--- config.mk ---
export PLATFORM = sky130hd
export DESIGN_NAME = gzip_ctrl_regs_flat
export DESIGN_NICKNAME = d
export VERILOG_FILES = /design/src/rtl/gzip_regs_pkg.sv /design/src/rtl/gzip_ctrl_regs_if.sv /design/src/rtl/gzip_ch_rst_pulse.sv /design/src/rtl/gzip_ctrl_regs.sv /design/src/flat_wrapper.sv
export SDC_FILE = /design/constraint.sdc
export NUM_CORES = 1
export LEC_CHECK = 0
export BUFFER_PORTS_ARGS = -buffer_cell sky130_fd_sc_hd__buf_2
export CORE_MARGIN = 3
export CORE_UTILIZATION = 48
export CTS_BUF_LIST = sky130_fd_sc_hd__clkbuf_2 sky130_fd_sc_hd__clkbuf_4 sky130_fd_sc_hd__clkbuf_8
export DETAILED_ROUTE_END_ITERATION = 6
export PLACE_DENSITY = 0.82
export RECOVER_POWER = 50
export SETUP_SLACK_MARGIN = 0.3
export SKIP_LAST_GASP = 1
export SLEW_MARGIN = 20
export SYNTH_ARGS = -nofsm -noshare
export SYNTH_HDL_FRONTEND = slang
export SYNTH_SLANG_ARGS = --single-unit
export TNS_END_PERCENT = 20
--- constraint.sdc ---
create_clock -name clk -period 15.9 [get_ports clk]
set_input_delay 1.59 -clock clk [delete_from_list [all_inputs] [get_ports clk]]
set_output_delay 1.59 -clock clk [all_outputs]
set_load 0.02 [all_outputs]
--- src/rtl/gzip_regs_pkg.sv ---
// Shared constants for the gzip control/status register bank: byte address
// map, CTRL/STATUS bit positions and btype encodings.
package gzip_regs_pkg;

  // Byte address map
  localparam logic [31:0] A_ID     = 32'd0;
  localparam logic [31:0] A_NCH    = 32'd1;
  localparam logic [31:0] A_GCTRL  = 32'd2;
  localparam logic [31:0] A_CHSEL  = 32'd3;
  localparam logic [31:0] A_CTRL   = 32'd4;
  localparam logic [31:0] A_CMD    = 32'd5;
  localparam logic [31:0] A_STATUS = 32'd6;
  localparam logic [31:0] A_SNAP   = 32'd8;

  // CTRL register bit positions
  localparam int CTRL_EN    = 0;
  localparam int CTRL_BT_LO = 1;
  localparam int CTRL_BT_HI = 2;
  localparam int CTRL_REV   = 3;

  // CMD register bit positions
  localparam int CMD_RST  = 0;
  localparam int CMD_SNAP = 1;

  // STATUS register bit positions
  localparam int STATUS_RST  = 0;
  localparam int STATUS_BUSY = 1;

  // Deflate block types; 2'b1x is reserved and never stored
  localparam logic [1:0] BTYPE_STORED = 2'b00;
  localparam logic [1:0] BTYPE_FIXED  = 2'b01;

endpackage

--- src/rtl/gzip_ctrl_regs_if.sv ---
// Byte-wide auto-incrementing register access bus.
// Handshake: there is no valid/ready pair. mem_addr_update, mem_rden and
// mem_wren are single-cycle strobes sampled at each rising clk edge. The
// slave always accepts them; mem_rd_data shows the byte at the current
// pointer with zero latency and is valid whenever mem_rd_empty is 0.
// Asserting mem_rden consumes that byte (pointer advances at the edge).
interface gzip_ctrl_regs_if #(
  parameter int ADDR_WIDTH = 5
);
  logic [ADDR_WIDTH-1:0] mem_addr;
  logic                  mem_addr_update;
  logic                  mem_rden;
  logic [7:0]            mem_rd_data;
  logic                  mem_rd_empty;
  logic                  mem_wren;
  logic [7:0]            mem_wr_data;

  // Host side
  modport master (
    output mem_addr, mem_addr_update, mem_rden, mem_wren, mem_wr_data,
    input  mem_rd_data, mem_rd_empty
  );

  // Register bank side
  modport slave (
    input  mem_addr, mem_addr_update, mem_rden, mem_wren, mem_wr_data,
    output mem_rd_data, mem_rd_empty
  );
endinterface

--- src/rtl/gzip_ch_rst_pulse.sv ---
// Per-channel soft-reset pulse timer with registered reset output.
// ch_rst_o is computed from the next counter value so it rises on the
// edge that accepts the start command and stays high RST_PULSE_CYCLES
// cycles. hold_i (global hold or channel disabled) forces it high.
module gzip_ch_rst_pulse #(
  parameter int RST_PULSE_CYCLES = 16
) (
  input  logic clk,
  input  logic rst,
  input  logic start_i,
  input  logic hold_i,
  output logic ch_rst_o
);

  localparam int CW = $clog2(RST_PULSE_CYCLES + 1);

  logic [CW-1:0] cnt_q, cnt_d;
  logic          ch_rst_q;

  // Counter next state: a start (re)loads, otherwise count down to zero
  always_comb begin
    cnt_d = cnt_q;
    if (start_i) begin
      cnt_d = CW'(RST_PULSE_CYCLES);
    end else if (cnt_q != '0) begin
      cnt_d = cnt_q - CW'(1);
    end
  end

  // Counter and registered channel reset
  always_ff @(posedge clk) begin
    if (rst) begin
      cnt_q    <= '0;
      ch_rst_q <= 1'b1;
    end else begin
      cnt_q    <= cnt_d;
      ch_rst_q <= hold_i | (cnt_d != '0);
    end
  end

  assign ch_rst_o = ch_rst_q;

endmodule

--- src/rtl/gzip_ctrl_regs.sv ---
// Multi-channel control/status register bank for NUM_CH Deflate cores.
// Byte-wide auto-incrementing register port, per-channel reset/btype/
// endianness controls, timed soft-reset pulses and debug-bus snapshots.
// Optional build macro GZIP_REGS_AUTO_SNAP_EN: loading the pointer with
// the first snapshot address also captures ch_dbg of the selected channel.
module gzip_ctrl_regs
  import gzip_regs_pkg::*;
#(
  parameter int         NUM_CH           = 2,
  parameter int         DBG_WIDTH        = 96,
  parameter int         ADDR_WIDTH       = 5,
  parameter int         RST_PULSE_CYCLES = 16,
  parameter logic [7:0] DEVICE_ID        = 8'hB9
) (
  input  logic                        clk,
  input  logic                        rst,
  gzip_ctrl_regs_if.slave             bus,
  input  logic [NUM_CH-1:0]           ch_busy,
  input  logic [DBG_WIDTH*NUM_CH-1:0] ch_dbg,
  output logic [NUM_CH-1:0]           ch_rst,
  output logic [2*NUM_CH-1:0]         ch_btype,
  output logic [NUM_CH-1:0]           ch_rev_endianess
);

  localparam int SNAP_BYTES = DBG_WIDTH / 8;

  logic [ADDR_WIDTH-1:0]     ptr_q, ptr_d;
  logic                      gctrl_q, gctrl_d;
  logic [2:0]                chsel_q, chsel_d;
  logic [NUM_CH-1:0]         en_q, en_d;
  logic [NUM_CH-1:0]         rev_q, rev_d;
  logic [NUM_CH-1:0][1:0]    btype_q, btype_d;
  logic [DBG_WIDTH-1:0]      snap_q [NUM_CH];
  logic [NUM_CH-1:0]         sel_oh;
  logic [NUM_CH-1:0]         start;
  logic [NUM_CH-1:0]         cap;
  logic [31:0]               acc_addr;
  logic [7:0]                rd_byte;
  logic                      sel_en, sel_rev, sel_rst, sel_busy;
  logic [1:0]                sel_bt;
  logic [DBG_WIDTH-1:0]      sel_snap;

  assign acc_addr = 32'(ptr_q);

  // One-hot decode of the selected channel
  always_comb begin
    sel_oh = '0;
    for (int c = 0; c < NUM_CH; c++) begin
      sel_oh[c] = (chsel_q == 3'(c));
    end
  end

  // Read mux: byte at the pointer, built from registered state only
  always_comb begin
    rd_byte  = '0;
    sel_en   = 1'b0;
    sel_rev  = 1'b0;
    sel_rst  = 1'b0;
    sel_busy = 1'b0;
    sel_bt   = '0;
    sel_snap = '0;
    for (int c = 0; c < NUM_CH; c++) begin
      if (sel_oh[c]) begin
        sel_en   = en_q[c];
        sel_rev  = rev_q[c];
        sel_rst  = ch_rst[c];
        sel_busy = ch_busy[c];
        sel_bt   = btype_q[c];
        sel_snap = snap_q[c];
      end
    end
    case (acc_addr)
      A_ID:    rd_byte = DEVICE_ID;
      A_NCH:   rd_byte = 8'(NUM_CH);
      A_GCTRL: rd_byte = {7'd0, gctrl_q};
      A_CHSEL: rd_byte = {5'd0, chsel_q};
      A_CTRL: begin
        rd_byte[CTRL_EN]           = sel_en;
        rd_byte[CTRL_BT_LO +: 2]   = sel_bt;
        rd_byte[CTRL_REV]          = sel_rev;
      end
      A_STATUS: begin
        rd_byte[STATUS_RST]  = sel_rst;
        rd_byte[STATUS_BUSY] = sel_busy;
      end
      default: begin
        for (int b = 0; b < SNAP_BYTES; b++) begin
          if (acc_addr == A_SNAP + 32'(b)) begin
            rd_byte = sel_snap[8*b +: 8];
          end
        end
      end
    endcase
  end

  assign bus.mem_rd_data  = rd_byte;
  assign bus.mem_rd_empty = rst;

  // Write decode at the current pointer, plus pointer advance
  always_comb begin
    gctrl_d = gctrl_q;
    chsel_d = chsel_q;
    en_d    = en_q;
    rev_d   = rev_q;
    btype_d = btype_q;
    start   = '0;
    cap     = '0;
    if (bus.mem_wren) begin
      case (acc_addr)
        A_GCTRL: gctrl_d = bus.mem_wr_data[0];
        A_CHSEL: begin
          if (32'(bus.mem_wr_data) < NUM_CH) begin
            chsel_d = bus.mem_wr_data[2:0];
          end
        end
        A_CTRL: begin
          for (int c = 0; c < NUM_CH; c++) begin
            if (sel_oh[c]) begin
              en_d[c]  = bus.mem_wr_data[CTRL_EN];
              rev_d[c] = bus.mem_wr_data[CTRL_REV];
              // Reserved 2'b1x encodings leave the stored btype alone
              if (!bus.mem_wr_data[CTRL_BT_HI]) begin
                btype_d[c] = bus.mem_wr_data[CTRL_BT_LO +: 2];
              end
            end
          end
        end
        A_CMD: begin
          for (int c = 0; c < NUM_CH; c++) begin
            if (sel_oh[c]) begin
              start[c] = bus.mem_wr_data[CMD_RST];
              cap[c]   = bus.mem_wr_data[CMD_SNAP];
            end
          end
        end
        default: ;
      endcase
    end
`ifdef GZIP_REGS_AUTO_SNAP_EN
    // Loading the pointer onto the snapshot window refreshes the snapshot
    // of the channel selected before any same-cycle CH_SEL write lands
    if (bus.mem_addr_update && (32'(bus.mem_addr) == A_SNAP)) begin
      cap = cap | sel_oh;
    end
`endif
    // Access uses the old pointer; an update then overrides the increment
    if (bus.mem_addr_update) begin
      ptr_d = bus.mem_addr;
    end else if (bus.mem_rden || bus.mem_wren) begin
      ptr_d = ptr_q + ADDR_WIDTH'(1);
    end else begin
      ptr_d = ptr_q;
    end
  end

  // Register state and debug snapshots
  always_ff @(posedge clk) begin
    if (rst) begin
      ptr_q   <= '0;
      gctrl_q <= 1'b0;
      chsel_q <= '0;
      en_q    <= '0;
      rev_q   <= '0;
      btype_q <= {NUM_CH{BTYPE_FIXED}};
      for (int c = 0; c < NUM_CH; c++) begin
        snap_q[c] <= '0;
      end
    end else begin
      ptr_q   <= ptr_d;
      gctrl_q <= gctrl_d;
      chsel_q <= chsel_d;
      en_q    <= en_d;
      rev_q   <= rev_d;
      btype_q <= btype_d;
      for (int c = 0; c < NUM_CH; c++) begin
        if (cap[c]) begin
          snap_q[c] <= ch_dbg[c*DBG_WIDTH +: DBG_WIDTH];
        end
      end
    end
  end

  // Per-channel soft-reset timers; hold uses next-state controls so a
  // CTRL/GCTRL write is reflected on ch_rst the cycle after the write
  for (genvar c = 0; c < NUM_CH; c++) begin : g_ch
    gzip_ch_rst_pulse #(
      .RST_PULSE_CYCLES(RST_PULSE_CYCLES)
    ) u_pulse (
      .clk      (clk),
      .rst      (rst),
      .start_i  (start[c]),
      .hold_i   (gctrl_d | ~en_d[c]),
      .ch_rst_o (ch_rst[c])
    );
  end

  assign ch_btype         = btype_q;
  assign ch_rev_endianess = rev_q;

endmodule

--- src/flat_wrapper.sv ---
// flat-port wrapper written by rule: the top's interface ports become plain ports
module gzip_ctrl_regs_flat import gzip_regs_pkg::*;
#(
  parameter int         NUM_CH           = 2,
  parameter int         DBG_WIDTH        = 96,
  parameter int         ADDR_WIDTH       = 5,
  parameter int         RST_PULSE_CYCLES = 16,
  parameter logic [7:0] DEVICE_ID        = 8'hB9
)
  (clk, rst, ch_busy, ch_dbg, ch_rst, ch_btype, ch_rev_endianess, bus_mem_addr, bus_mem_addr_update, bus_mem_rden, bus_mem_wren, bus_mem_wr_data, bus_mem_rd_data, bus_mem_rd_empty);
  gzip_ctrl_regs_if #(.ADDR_WIDTH(ADDR_WIDTH)) bus_i ();
  input  logic clk;
  input  logic rst;
  input  logic [NUM_CH-1:0] ch_busy;
  input  logic [DBG_WIDTH*NUM_CH-1:0] ch_dbg;
  output logic [NUM_CH-1:0] ch_rst;
  output logic [2*NUM_CH-1:0] ch_btype;
  output logic [NUM_CH-1:0] ch_rev_endianess;
  input wire logic [$bits(bus_i.mem_addr)-1:0] bus_mem_addr;
  input wire logic [$bits(bus_i.mem_addr_update)-1:0] bus_mem_addr_update;
  input wire logic [$bits(bus_i.mem_rden)-1:0] bus_mem_rden;
  input wire logic [$bits(bus_i.mem_wren)-1:0] bus_mem_wren;
  input wire logic [$bits(bus_i.mem_wr_data)-1:0] bus_mem_wr_data;
  output wire logic [$bits(bus_i.mem_rd_data)-1:0] bus_mem_rd_data;
  output wire logic [$bits(bus_i.mem_rd_empty)-1:0] bus_mem_rd_empty;
  assign bus_i.mem_addr = bus_mem_addr;
  assign bus_i.mem_addr_update = bus_mem_addr_update;
  assign bus_i.mem_rden = bus_mem_rden;
  assign bus_i.mem_wren = bus_mem_wren;
  assign bus_i.mem_wr_data = bus_mem_wr_data;
  assign bus_mem_rd_data = bus_i.mem_rd_data;
  assign bus_mem_rd_empty = bus_i.mem_rd_empty;
  gzip_ctrl_regs #(.NUM_CH(NUM_CH), .DBG_WIDTH(DBG_WIDTH), .ADDR_WIDTH(ADDR_WIDTH), .RST_PULSE_CYCLES(RST_PULSE_CYCLES), .DEVICE_ID(DEVICE_ID)) u_core (.clk(clk), .rst(rst), .bus(bus_i), .ch_busy(ch_busy), .ch_dbg(ch_dbg), .ch_rst(ch_rst), .ch_btype(ch_btype), .ch_rev_endianess(ch_rev_endianess));
endmodule
==> flow_summary_export.csv <==
group,metric,value,unit
clock_tree,ctsResizeCount,0,
logic_synthesis,netlist_instances,943,
global_routing,grt_max_degree,112,
power,ir_drop,0.0449,mV
logic_synthesis,seq_area_frac_synth,0.567,
setup_path,critPathMaxFanout,73,
floorplan,die_area,0.0250,sq mm
timing,fmax,111,MHz
timing,tightest_slew,4.90,ns
power,p_comb_frac,0.126,
power,clock_power_share,0.368,
hold_path,holdCritPathClass,"register to register",
setup_path,critical_path_class,"register to output port",
setup_path,startpoint_type,"register",
floorplan,rows,55,
logic_synthesis,avgSynthCellArea,11.8,sq um
layout,fin_cells,1457,
hold_path,whs_endpoint,"u_core.chsel_q[1]$_SDFFE_PP0P_",
timing,slew_viol_final,331,
routing,wirelength,28000,um
setup_path,crit_chain,"clkbuf_1, mux2i_1, o32ai_1, a21oi_1, o21ai_0, nand4_1, a31oi_1, buf_2",
timing,fin_ws,6.91,ns
clock_tree,cts_made_buffers,35,
logic_synthesis,synthMostInstantiatedCell,"and2_1",
clock_tree,cts_buffer_depth,3,
power,internal-power,0.997,mW
setup_path,r2r-start,"u_core.chsel_q[0]$_SDFFE_PP0P_",
global_routing,overflow,0,
power,p_seq_frac,0.506,
power,p_leak,4.94,nW
placement,place.gp.congestion,0.954,
timing,setup_viol,0,
setup_path,path_delay_family,"buffers and inverters",
clock_tree,cts_tree,"done",
status,status,"complete, but fails checks",
setup_path,ff2ff_path_depth,4,
timing,period_needed,8.99,ns
global_routing,grt_pass1_wl,42200,um
routing,firstDrtPassIters,6,
power,p_sw_frac,0.245,
power,power_density,102,mW/mm^2
floorplan,die_h,158,um
floorplan,die_w,158,um
hold_path,hold_depth,1,
routing,vias,8029,
clock_tree,clkTransAtPathRegs,0.06,ns
logic_synthesis,synth_ff_type,"edfxtp_1",
placement,pre_cts_ws,11.12,ns
logic_synthesis,async_flop_share,0,
logic_synthesis,synth.largest_area_cell,"edfxtp_1",
setup_path,crit_buf_inv,2,
setup_path,regToRegSetupSlack,7.15,ns
setup_path,slowest_stage,"clkbuf_1",
hold_path,min_from,"u_core.chsel_q[1]$_SDFFE_PP0P_",
setup_path,critPathRequiredTime,14.31,ns
setup_path,critPathMaxStageDelay,3.48,ns
timing,hold_violations,0,
timing,rsz0062_at_grt,"no",
clock_tree,htreeDepth,2,
clock_tree,cts_setup_buffers,0,
layout,layout.nets,1365,
placement,post_dp_cell_area,0.0123,sq mm
setup_path,cp.arrival,7.40,ns
timing,min_period_over_period,0.565,
placement,dp.cells,1394,
routing,ant_nets,0,
routing,initialDrtViolationCount,935,
clock_tree,clk_latency,0.51,ns
timing,slew-limit-headroom,-2.26,
logic_synthesis,netlist_area,0.0111,sq mm
global_routing,antenna_found_initial,1,
power,switching_power,0.324,mW
layout,syn2layout_area_growth,16.7,%
clock_tree,clock-root-buffer,"clkbuf_8",
layout,antenna_cells,0,
clock_tree,cts_sinks,219,
floorplan,pin_count,229,
placement,dp_hpwl,20200,um
layout,fin_area,0.0130,sq mm
routing,wl_per_cell,19.2,um
logic_synthesis,ys_ff_latch,219,
timing,fin_tns_setup,0,ns
floorplan,initial_core_util,0.490,
clock_tree,hold_buffers,0,
status,failed_checks,"capacitance limit, slew limit",
power,finalPower,1.32,mW
logic_synthesis,synth_area_leaders,"edfxtp_1, and2_1, mux2i_1, dfxtp_1, mux2_2",
logic_synthesis,ys_types,69,
setup_path,end_kind,"output port",
timing,skew,0.0154,ns
global_routing,grt_usage,0.220,
setup_path,rr_endpoint,"u_core.snap_q[0][159]$_SDFFCE_PN0P_",
logic_synthesis,yosys-top-cells-count,"and2_1, edfxtp_1, mux2i_1",
run,drv_cap,6,
routing,via_per_inst,5.51,
logic_synthesis,synth_warnings,0,
logic_synthesis,yosysTopAreaCellShare,0.518,
layout,drive_gt1_frac,0.267,
logic_synthesis,synth_edf_count,192,
routing,drc,0,
placement,io_buffer_count,226,
floorplan,core,0.0227,sq mm
global_routing,grt_pass1_vias,7785,
==> worst max-delay path by stage <==
stage,from,end,slack [ns],cells after the start
after global routing,u_core.chsel_q[0]$_SDFFE_PP0P_,bus_mem_rd_data[0],6.23,7
final,u_core.chsel_q[0]$_SDFFE_PP0P_,bus_mem_rd_data[2],6.91,8
after CTS,u_core.chsel_q[0]$_SDFFE_PP0P_,bus_mem_rd_data[2],10.56,8
after floorplan,bus_mem_wren,u_core.snap_q[0][100]$_SDFFCE_PN0P_,9.07,3
after global placement,u_core.chsel_q[0]$_SDFFE_PP0P_,bus_mem_rd_data[2],11.20,8
after detailed placement,u_core.chsel_q[0]$_SDFFE_PP0P_,bus_mem_rd_data[2],11.12,8
==> cells by family (layout without fill, tap and decap cells) <==
| group | count (synthesis) | after routing | synth area share |
|---|---|---|---|
| simple gates | 374 | 374 | 0.195 |
| flops | 219 | 219 | 0.567 |
| compound gates | 140 | 140 | 0.0802 |
| mux | 107 | 107 | 0.101 |
| buf+inv | 84 | 312 | 0.0407 |
| xor+xnor | 11 | 11 | 0.00866 |
| fa+ha+maj | 7 | 7 | 0.00787 |
| other cells | 1 | 2 | 0.000337 |
==> power by group through the flow <==
stage | Clock, mW | Combinational [mW] | Sequential (mW)
2_1_floorplan | 0 | 0.110 | 0.675
5_1_grt | 0.520 | 0.182 | 0.672
3_3_place_gp | 0 | 0.160 | 0.678
6_report | 0.486 | 0.166 | 0.669
4_1_cts | 0.494 | 0.166 | 0.667
3_5_place_dp | 0 | 0.164 | 0.679
==> state kept, by name, summed over array words and instances (netlist names) <==
name	count
u_core.g_ch.u_pulse.ch_rst_o	2
u_core.chsel_q	3
u_core.en_q	2
u_core.ch_rev_endianess	2
u_core.snap_q	192
u_core.g_ch.u_pulse.cnt_q	10
u_core.ptr_q	5
u_core.ch_btype	2
u_core.gctrl_q	1
==> metal layers <==
metal  GRT usage  part of all wire
met3      0.0497             0.086
met4      0.0528             0.018
met1       0.303              0.41
met5           0           0.00046
met2       0.359              0.48
==> worst reg2reg max path, stage by stage (launching register included) <==
cell	delay, ns
dfxtp_1	1.44
clkbuf_1	3.48
nand2_1	0.91
o21bai_4	0.41
clkbuf_1	2.01
==> final cells by class <==
class | count | area [sq um]
Clock buffer | 48 | 586
Clock inverter | 15 | 120
Fill cell | 1953 | 9720
Sequential cell | 219 | 6310
Timing Repair Buffer | 234 | 1170
Tap cell | 285 | 357
Multi-Input combinational cell | 641 | 4390
Inverter | 15 | 56.3
==> placed cells by master, fill, tap and decap left out, types with 21 or more instances in the layout <==
cell	instances
clkbuf_8	36
nor2_1	55
buf_2	219
mux2_2	21
o21ai_0	44
a21oi_1	29
and2_0	68
nand2_1	31
edfxtp_1	192
dfxtp_1	27
mux2i_1	83
and2_1	129
==> stage by stage <==
stage	util	hold slack [ns]
floorplan	-	0.469
detailed placement	0.543	0.509
global placement	0.543	0.500
finish	0.572	0.520
global route	0.572	0.534
CTS	0.574	0.520
Power figures use the tool's default switching activity.
